**src/rtl/rc4_key_search.sv**
```systemverilog
// Brute-force RC4 key search: launches the decrypt chain per candidate key and
// scans decrypted RAM for lowercase/space plaintext, reporting the first hit or failure.
module rc4_key_search #(
  parameter int                   MSG_LEN   = 32,
  parameter int                   KEY_WIDTH = 24,
  parameter logic [KEY_WIDTH-1:0] KEY_START = 24'h000000,
  parameter logic [KEY_WIDTH-1:0] KEY_LIMIT = 24'h3FFFFF
) (
  input  logic                 clk,
  input  logic                 rst,
  input  logic                 start,
  input  logic                 stage_fin,
  input  logic [7:0]           dec_q,
  output logic                 init_start,
  output logic [KEY_WIDTH-1:0] secret_key,
  output logic [7:0]           dec_addr,
  output logic                 dec_rd_on,
  output logic                 busy,
  output logic                 key_found,
  output logic                 key_fail,
  output logic                 done
);

  typedef enum logic [2:0] {
    S_IDLE, S_LAUNCH, S_WAIT, S_SCAN, S_NEXT, S_FOUND, S_FAIL
  } state_t;

  localparam logic [8:0] LAST_IDX = 9'(MSG_LEN);

  state_t     state;
  logic [8:0] idx;
  logic [8:0] idx_nxt;
  logic       byte_ok;

  assign idx_nxt = idx + 9'd1;
  assign byte_ok = (dec_q == 8'h20) || ((dec_q >= 8'h61) && (dec_q <= 8'h7A));

  // idx runs one past the last address: data for address idx-1 arrives in cycle idx.
  always_ff @(posedge clk or negedge rst) begin
    if (!rst) begin
      state      <= S_IDLE;
      secret_key <= KEY_START;
      dec_addr   <= '0;
      idx        <= '0;
      init_start <= 1'b0;
      dec_rd_on  <= 1'b0;
      busy       <= 1'b0;
      key_found  <= 1'b0;
      key_fail   <= 1'b0;
      done       <= 1'b0;
    end else begin
      init_start <= 1'b0;
      done       <= 1'b0;
      unique case (state)
        S_IDLE: if (start) begin
          key_found  <= 1'b0;
          key_fail   <= 1'b0;
          secret_key <= KEY_START;
          busy       <= 1'b1;
          init_start <= 1'b1;
          state      <= S_LAUNCH;
        end
        S_LAUNCH: state <= S_WAIT;
        S_WAIT: if (stage_fin) begin
          idx       <= '0;
          dec_addr  <= '0;
          dec_rd_on <= 1'b1;
          state     <= S_SCAN;
        end
        S_SCAN: begin
          if ((idx != 9'd0) && !byte_ok) begin
            dec_rd_on <= 1'b0;
            state     <= S_NEXT;
          end else if (idx == LAST_IDX) begin
            dec_rd_on <= 1'b0;
            key_found <= 1'b1;
            done      <= 1'b1;
            state     <= S_FOUND;
          end else begin
            idx      <= idx_nxt;
            dec_addr <= idx_nxt[7:0];
          end
        end
        // Limit test before increment, so the key never wraps.
        S_NEXT: begin
          if (secret_key == KEY_LIMIT) begin
            key_fail <= 1'b1;
            done     <= 1'b1;
            state    <= S_FAIL;
          end else begin
            secret_key <= secret_key + KEY_WIDTH'(1);
            init_start <= 1'b1;
            state      <= S_LAUNCH;
          end
        end
        S_FOUND, S_FAIL: begin
          busy  <= 1'b0;
          state <= S_IDLE;
        end
        default: state <= S_IDLE;
      endcase
    end
  end

endmodule
```
**config.mk**
```make
export PLATFORM = sky130hd
export DESIGN_NAME = rc4_key_search
export DESIGN_NICKNAME = d
export VERILOG_FILES = /design/src/rtl/rc4_key_search.sv
export SDC_FILE = /design/constraint.sdc
export NUM_CORES = 1
export LEC_CHECK = 0
export BUFFER_PORTS_ARGS = -buffer_cell sky130_fd_sc_hd__buf_2
export CAP_MARGIN = 20
export CELL_PAD_IN_SITES_DETAIL_PLACEMENT = 1
export CELL_PAD_IN_SITES_GLOBAL_PLACEMENT = 1
export CORE_AREA = 2 2 85 87
export DETAILED_ROUTE_END_ITERATION = 8
export DIE_AREA = 0 0 87 89
export GPL_ROUTABILITY_DRIVEN = 1
export PLACE_DENSITY = 0.71
export SLEW_MARGIN = 20
export SYNTH_ARGS = -nofsm -noshare
export SYNTH_HDL_FRONTEND = slang
export SYNTH_SLANG_ARGS = --single-unit
```
**constraint.sdc**
```tcl
create_clock -name clk -period 1.85 [get_ports clk]
set_input_delay 0 -clock clk [delete_from_list [all_inputs] [get_ports clk]]
set_output_delay 0 -clock clk [all_outputs]
set_load 0.02 [all_outputs]
```
-- Yosys cells after proc, flatten, opt, wreduce, memory -nomap -nowiden
Index checks and enable logic that the tools add are counted.
W data, S select, Z words.
- bits of input ports: 12
- logic and storage cells: 85
- register bits: 50
- reductions and logical operators: 18
- multiplexer cells: 36
- eq/ne operators: 17
- $lt $le $gt $ge: 2
- add/sub/neg operators: 2
- operators with widths (operator ; count):
    $mux W24 ; 2
    $pmux W24 S2 ; 1
    $mux W9 ; 3
    $add A24 B1 Y24 const B ; 1
    $eq A24 B22 Y1 const B ; 1
    $mux W8 ; 3
    $pmux W9 S2 ; 1
    $pmux W8 S2 ; 1
    $mux W3 ; 5
    $pmux W3 S5 ; 1
    $ne A2 B2 Y1 const B ; 7
    $mux W1 ; 13
    $pmux W1 S2 ; 6
    $reduce_and A3 Y1 ; 4
    $add A9 B1 Y9 const B ; 1
    $eq A3 B3 Y1 const B ; 3
    $eq A9 B6 Y1 const B ; 1
    $reduce_bool A9 Y1 ; 1
    $eq A8 B6 Y1 const B ; 1
    $ge A8 B7 Y1 const B ; 1
    $le A8 B7 Y1 const B ; 1
    $reduce_and A4 Y1 ; 2
    $reduce_bool A2 Y1 ; 4
    $eq A3 B2 Y1 const B ; 2
    8 further kinds ; 9

-- Logic depth before layout (Yosys ltp)
Gate-level depths: netlist of the first run.
- depth after elaboration: 7
- depth in mapped cells: 7
- depth with buffers taken out: 7

-- Least setup slack after synthesis of the first run
OpenSTA, ideal clock, no wires.
- path kind: reg2reg
- start: register secret_key[0]
- end: register secret_key[3]
- setup slack: -0.234 ns
- path buffers: 1
- period minus slack after synthesis: 2.084 ns
- data required time: 1.754 ns
- arrival: 1.988 ns
- stages on the path, launching flop included: 8
- cell sequence: dfrtp_1 -> ha_1 -> nand2_1 -> or4_1 -> o21ai_4 -> buf_6 -> o211ai_1 -> o31ai_1
- word-level cells in the longest chain between the ends: 3
- RTL lines (what ; RTL line ; text):
    start, declared ; 15 ; output logic [KEY_WIDTH-1:0] secret_key,
    start signal, assigned ; 91 ; secret_key <= secret_key + KEY_WIDTH'(1);
    $add A24 B1 Y24 / $eq A24 B22 Y1 (equally long branches) ; 91, 86 ;
    $mux W24 / $ne A2 B2 Y1 (equally long branches) ; n/a ;
    $pmux W24 S2 / $reduce_and A3 Y1 (equally long branches) ; n/a ;
Parallel ways exist; a longest one is shown, timed or not. The select of a mux whose other input is x is not followed.
A chain may end at the register's enable or synchronous reset.

-- Worst setup path in the final report of the first run
- start: register secret_key[14]
- end: register secret_key[17]
The elaborated chain is that of the path after synthesis.

==> impl_metrics.env, run 1 <==
export IMPL_status="complete, but fails checks"
export IMPL_violations="negative setup slack"
export IMPL_die_area_mm2=0.00774
export IMPL_fp_row_count=30
export IMPL_grt_max_degree=43
export IMPL_period_share_pct=101
export IMPL_r2r_start="secret_key[14]"
export IMPL_drtIter0Drc=53
export IMPL_cts_sinks=42
export IMPL_async_flop_share_pct=100
export IMPL_die_w_um=87
export IMPL_layout_common_cells="66 x buf_4, 49 x buf_2, 29 x nand2_1"
export IMPL_synth_edf_count=0
export IMPL_ys_seq_area_share_pct=43.0
export IMPL_critical_path_arrival_ns=2.09
export IMPL_via_per_inst=5.51
export IMPL_dp_hpwl_um=5610
export IMPL_fin_setup_tns_ns=-0.0191
export IMPL_vias=2552
export IMPL_numCtsBuffers=5
export IMPL_rrSetupSlack_ns=-0.02
export IMPL_finalHoldViolCount=0
export IMPL_syn_inst=271
export IMPL_syn_to_final_growth_pct=43.2
export IMPL_overflow=0
export IMPL_final_layout_size_suffix_gt1_share_pct=46.2
export IMPL_fin_crit_ns=1.87
export IMPL_route_detailed_drc=0
export IMPL_slew_headroom_pct=62.9
export IMPL_grt_pass1_wl_um=12400
export IMPL_cts_tree="done"
export IMPL_grt_pass1_vias=2571
export IMPL_die_y_um=89
export IMPL_clkSlewWorstSetupHoldPaths_ns=0.08
export IMPL_clkPwrFrac_pct=18.9
export IMPL_port_buffers=49
export IMPL_gp_congestion=0.791
export IMPL_setup_ws_ns=-0.0179
export IMPL_synth_main_ff_cell="dfrtp_1"
export IMPL_drv_slew=0
export IMPL_swShare_pct=39.3
export IMPL_layout_cells_non_filler=463
export IMPL_wl_per_cell_um=16.7
export IMPL_seq_area_mm2=0.00107
export IMPL_worst_setup_path_type="reg2reg"
export IMPL_dp_cells=447
export IMPL_worst_clock_skew_ns=0.00577
export IMPL_ys_ff_latch=42
export IMPL_clock_path_buffers=2
export IMPL_crit_path_start_kind="flip-flop"
export IMPL_required_ns=2.08
export IMPL_reg2reg_to="secret_key[17]"
export IMPL_leakage_nw=1.63
export IMPL_p_per_area_mw_per_mm2=952
export IMPL_grt_setup_unrepaired="yes"
export IMPL_cp_max_fo=6
export IMPL_pre_cts_ws_ns=-0.0351
export IMPL_clockRootBuffer="clkbuf_8"
export IMPL_multi_input_area_mm2=0.00142
export IMPL_pwr_share_comb_pct=46.8
export IMPL_core_mm2=0.00672
export IMPL_antenna_found_initial=0
export IMPL_initial_core_util_pct=36.4
export IMPL_p_int_mw=2.02
export IMPL_fillCellCount=792
export IMPL_rr_worst_depth=5
export IMPL_vdd_drop_max_uv=431
export IMPL_yosys_warnings=0
export IMPL_synth_area_mm2=0.00245
export IMPL_syn_avg_cell_area_um2=9.03
export IMPL_min_path_cells=4
export IMPL_design_area_mm2=0.00350
export IMPL_yosysUniqueCellTypes=55
export IMPL_min_to="state[0]"
export IMPL_io_pins=50
export IMPL_setup_viol_count_final=2
export IMPL_max_cap_viol_count=0
export IMPL_min_from="start"
export IMPL_clk_latency_ns=0.30
export IMPL_antenna_cells=0
export IMPL_whs_ns=0.0849
export IMPL_gr_usage_all_layers_pct=20.3
export IMPL_syn_nets=286
export IMPL_fmax_ghz=0.535
export IMPL_ant_nets=0
export IMPL_firstDrtPassIters=4
export IMPL_p_switching_mw=1.31
export IMPL_critPathCaptureType="flip-flop"
export IMPL_hold_class="in2reg"
export IMPL_final_common_cell="buf_4"
export IMPL_seqPwrFrac_pct=34.2
export IMPL_dpl_cell_area_mm2=0.00322
export IMPL_routed_wl_um=7730
export IMPL_htreeDepth=2
export IMPL_worst_pin_slew_ns=0.556
export IMPL_nNetsFinal=397
[state kept, by name (all words and copies together) (netlist names)]
name and flops:
done 1, dec_rd_on 1, state 3, key_fail 1, idx 2, secret_key 24
busy 1, key_found 1, init_start 1, dec_addr 7
[area by class of cell]
type,count,share of cell area (%)
Clock buffer,7,2.46
Timing Repair Buffer,117,22.0
Tap cell,80,2.86
Inverter,12,1.29
Multi-Input combinational cell,204,40.6
Clock inverter,1,0.143
Sequential cell,42,30.6
[cells by family (layout without fill, tap and decap cells)]
group           after synthesis  in the layout  share of synthesized area, %
simple gates                128            128                          28.7
compound gates               65             65                          18.4
flops                        42             42                          43.0
buf+inv                      25            137                          5.37
xor+xnor                      6              6                          2.15
fa+ha+maj                     3              3                          1.53
mux                           2              2                         0.870
[timing repair]
item / in CTS / in global routing
setup endpoints to repair: 6 / 34
gates resized for setup: 2 / 28
hold buffers: 1 / 0
cloned: 0 / 0
setup buffers: 1 / 6
endpoints found under the hold margin: 42 / 0
pin swaps: 8 / 16
[power by group through the flow]
| stage | logic [mW] | clock network (mW) | registers [mW] |
|---|---|---|---|
| 5_1_grt | 1.72 | 0.695 | 1.15 |
| 3_5_place_dp | 1.49 | 0 | 1.16 |
| 4_1_cts | 1.50 | 0.644 | 1.14 |
| 2_1_floorplan | 0.716 | 0 | 1.26 |
| 6_report | 1.56 | 0.630 | 1.14 |
| 3_3_place_gp | 1.45 | 0 | 1.15 |
[cell usage after synthesis, types with 3 or more instances]
master / instances / share of area, %
buf_4: 8 / 2.5
nor3b_1: 3 / 0.92
nand3_1: 19 / 3.9
or4_1: 5 / 1.5
and3_1: 3 / 0.77
nor2_1: 19 / 2.9
o21ai_0: 14 / 2.9
or3_1: 8 / 2.0
a31oi_1: 6 / 1.5
xnor2_1: 6 / 2.1
clkbuf_1: 4 / 0.61
a21oi_1: 14 / 2.9
nor3_1: 5 / 1.0
o211ai_1: 4 / 1.2
nand4_1: 9 / 2.3
and4_1: 3 / 1.1
inv_1: 12 / 1.8
ha_1: 3 / 1.5
dfrtp_1: 42 / 43
o31ai_1: 7 / 2.1
nand2_1: 33 / 5.1
nand2b_1: 5 / 1.3
[through the flow]
step | power [mW] | util [%]
2_1_floorplan | 1.97 | -
5_1_grt | 3.57 | 52.1
4_1_cts | 3.29 | 49.8
3_3_place_gp | 2.60 | 48.0
3_5_place_dp | 2.65 | 48.0
6_report | 3.33 | 52.1
[per-layer routing]
layer / share of wire [%] / vias to the layer above / global-route usage [%]
met4: 1.3 / 0 / 5.54
met5: 0 / - / 0
li1: - / 1220 / -
met2: 49 / 50 / 33.9
met3: 3.2 / 9 / 3.23
met1: 46 / 1273 / 27.3
[worst max-delay path, stage by stage (launching register included)]
cell and delay (ns):
dfrtp_2 0.37, nand4_1 0.15, or3_1 0.43, a2111o_1 0.37
or3_1 0.36, a21oi_1 0.12
[worst max path at each step]
stage,from,cells past startpoint,end
6_report,secret_key[14],5,secret_key[17]
3_5_place_dp,secret_key[15],5,secret_key[23]
3_3_place_gp,secret_key[15],5,secret_key[23]
5_1_grt,secret_key[12],7,secret_key[20]
2_1_floorplan,secret_key[16],5,secret_key[11]
4_1_cts,secret_key[12],5,secret_key[21]
Note: power is estimated with default switching activity, not from simulation.
==> inputs of run 2 (changes only) <==
Settings changed: CORE_AREA 2 2 85 87 to 3 3 86 88, DIE_AREA 0 0 87 89 to 0 0 89 91.
==> impl_metrics.env, run 2 (synthesized netlist as in run 1, its figures left out) <==
export IMPL_grt_pass1_wl_um=13200
export IMPL_grt_pass1_vias=2706
export IMPL_io_pins=50
export IMPL_violations="negative setup slack"
export IMPL_required_ns=2.06
export IMPL_cpMaxStageDelayCell="dfrtp_2"
export IMPL_hold_class="in2reg"
export IMPL_crit_path_cell_trace="nand3_4, or3_4, a2111o_1, or3_1, a21oi_1"
export IMPL_clock_path_buffers=2
export IMPL_p_int_mw=2.28
export IMPL_setup_ws_ns=-0.0588
export IMPL_setup_viol_count_final=4
export IMPL_max_cap_viol_count=0
export IMPL_numCtsBuffers=5
export IMPL_seq_area_mm2=0.00107
export IMPL_swShare_pct=36.9
export IMPL_htreeDepth=2
export IMPL_final_layout_size_suffix_gt1_share_pct=46.2
export IMPL_largest_reg_flops=24
export IMPL_gr_usage_all_layers_pct=20.5
export IMPL_antenna_found_initial=0
export IMPL_drtIter0Drc=111
export IMPL_slew_headroom_pct=63.9
export IMPL_vdd_drop_max_uv=540
export IMPL_seqPwrFrac_pct=31.7
export IMPL_layout_cells_non_filler=459
export IMPL_status="complete, but fails checks"
export IMPL_worst_setup_path_type="reg2reg"
export IMPL_leakage_nw=1.64
export IMPL_route_detailed_drc=0
export IMPL_grt_max_degree=23
export IMPL_clk_latency_ns=0.30
export IMPL_grt_setup_unrepaired="yes"
export IMPL_cts_tree="done"
export IMPL_gp_congestion=0.847
export IMPL_reg_top3="secret_key (24), dec_addr (7), state (3)"
export IMPL_die_y_um=91
export IMPL_critPathLaunch="secret_key[7]"
export IMPL_top_register="secret_key"
export IMPL_fmax_ghz=0.524
export IMPL_cp_num_buf_inv=0
export IMPL_clockRootBuffer="clkbuf_8"
export IMPL_port_buffers=49
export IMPL_critPathMaxStageDelay_ns=0.40
export IMPL_cts_sinks=42
export IMPL_clkSlewWorstSetupHoldPaths_ns=0.09
export IMPL_crit_path_start_kind="flip-flop"
export IMPL_pwr_share_comb_pct=43.7
export IMPL_p_per_area_mw_per_mm2=1020
export IMPL_cp_top_family="simple AND/OR/NAND/NOR gates"
export IMPL_p_switching_mw=1.33
export IMPL_die_area_mm2=0.00810
export IMPL_multi_input_area_mm2=0.00141
export IMPL_layout_common_cells="61 x buf_4, 49 x buf_2, 30 x nand2_1"
export IMPL_final_common_cell="buf_4"
export IMPL_fp_row_count=30
export IMPL_fin_crit_ns=1.91
export IMPL_worst_clock_skew_ns=0.0121
export IMPL_routed_wl_um=8010
export IMPL_nNetsFinal=393
export IMPL_period_share_pct=103
export IMPL_dp_cells=440
export IMPL_core_mm2=0.00672
export IMPL_cp_max_fo=6
export IMPL_overflow=0
export IMPL_fillCellCount=821
export IMPL_antenna_cells=0
export IMPL_critPathCaptureType="flip-flop"
export IMPL_vias=2568
export IMPL_syn_to_final_growth_pct=44.1
export IMPL_critical_path_arrival_ns=2.12
export IMPL_worst_pin_slew_ns=0.541
export IMPL_initial_core_util_pct=36.4
export IMPL_power_mw=3.61
export IMPL_wl_per_cell_um=17.4
export IMPL_r2r_start="secret_key[7]"
export IMPL_min_from="start"
export IMPL_firstDrtPassIters=4
export IMPL_drv_slew=0
export IMPL_die_w_um=89
export IMPL_ant_nets=0
export IMPL_via_per_inst=5.59
export IMPL_clkPwrFrac_pct=24.7
export IMPL_pre_cts_ws_ns=-0.0645
export IMPL_finalHoldViolCount=0
export IMPL_dp_hpwl_um=5770
## run 2: worst register-to-register path: stages (launching register included)
cell,delay [ns]
dfrtp_2,0.40
nand3_4,0.10
or3_4,0.39
a2111o_1,0.38
or3_1,0.37
a21oi_1,0.17
## run 2: power by group through the flow
stage	combinational [mW]	sequential, mW	clock, mW
4_1_cts	1.51	1.14	0.905
6_report	1.58	1.14	0.890
3_5_place_dp	1.47	1.15	0
5_1_grt	1.73	1.16	0.951
3_3_place_gp	1.44	1.15	0
2_1_floorplan	0.716	1.26	0
## run 2: area by class of cell
cell class | instances | area share (%)
flip-flops and latches | 42 | 30.5
inverters | 12 | 1.28
repair buffers | 113 | 21.4
clock inverters | 3 | 1.95
well taps | 80 | 2.84
clock buffers | 5 | 1.95
multi-input cells | 204 | 40.1
## run 2: repair_timing
item                       CTS  global route
setup endpoints to repair   12            26
gates resized for setup      8            23
pin swaps                    7             8
hold endpoints to repair    20             0
buffers inserted             8             2
hold buffers                 1             0
## run 2: metrics by stage
step                      hold WS (ns)  setup TNS [ns]  instance area, um2  utilization (%)
after floorplan                 -0.296        -0.00850                2500                -
after CTS                       0.0984         -0.0224                3430             51.0
after detailed placement        0.0209          -0.211                3180             47.4
after global placement         0.00897               0                3180             47.4
after global routing             0.113           -1.08                3520             52.5
final                           0.0990         -0.0937                3520             52.5
## run 2: routing by layer
metal / share of wire [%] / GRT usage (%)
met1: 45 / 27.1
met2: 50 / 34.3
met4: 1.4 / 4.96
met5: 0 / 0
met3: 4.3 / 3.72
## run 2: path summary, 6_finish.rpt
kind | slack (ns) | depth (start not counted) | to
max | -0.06 | 5 | secret_key[21]
min | 0.1 | 4 | state[0]
max reg2reg | -0.06 | 5 | secret_key[21]
max in group asynchronous | 1.11 | 3 | secret_key[21]
min in group asynchronous | 0.22 | 2 | state[1]
min reg2reg | 0.50 | 2 | key_fail
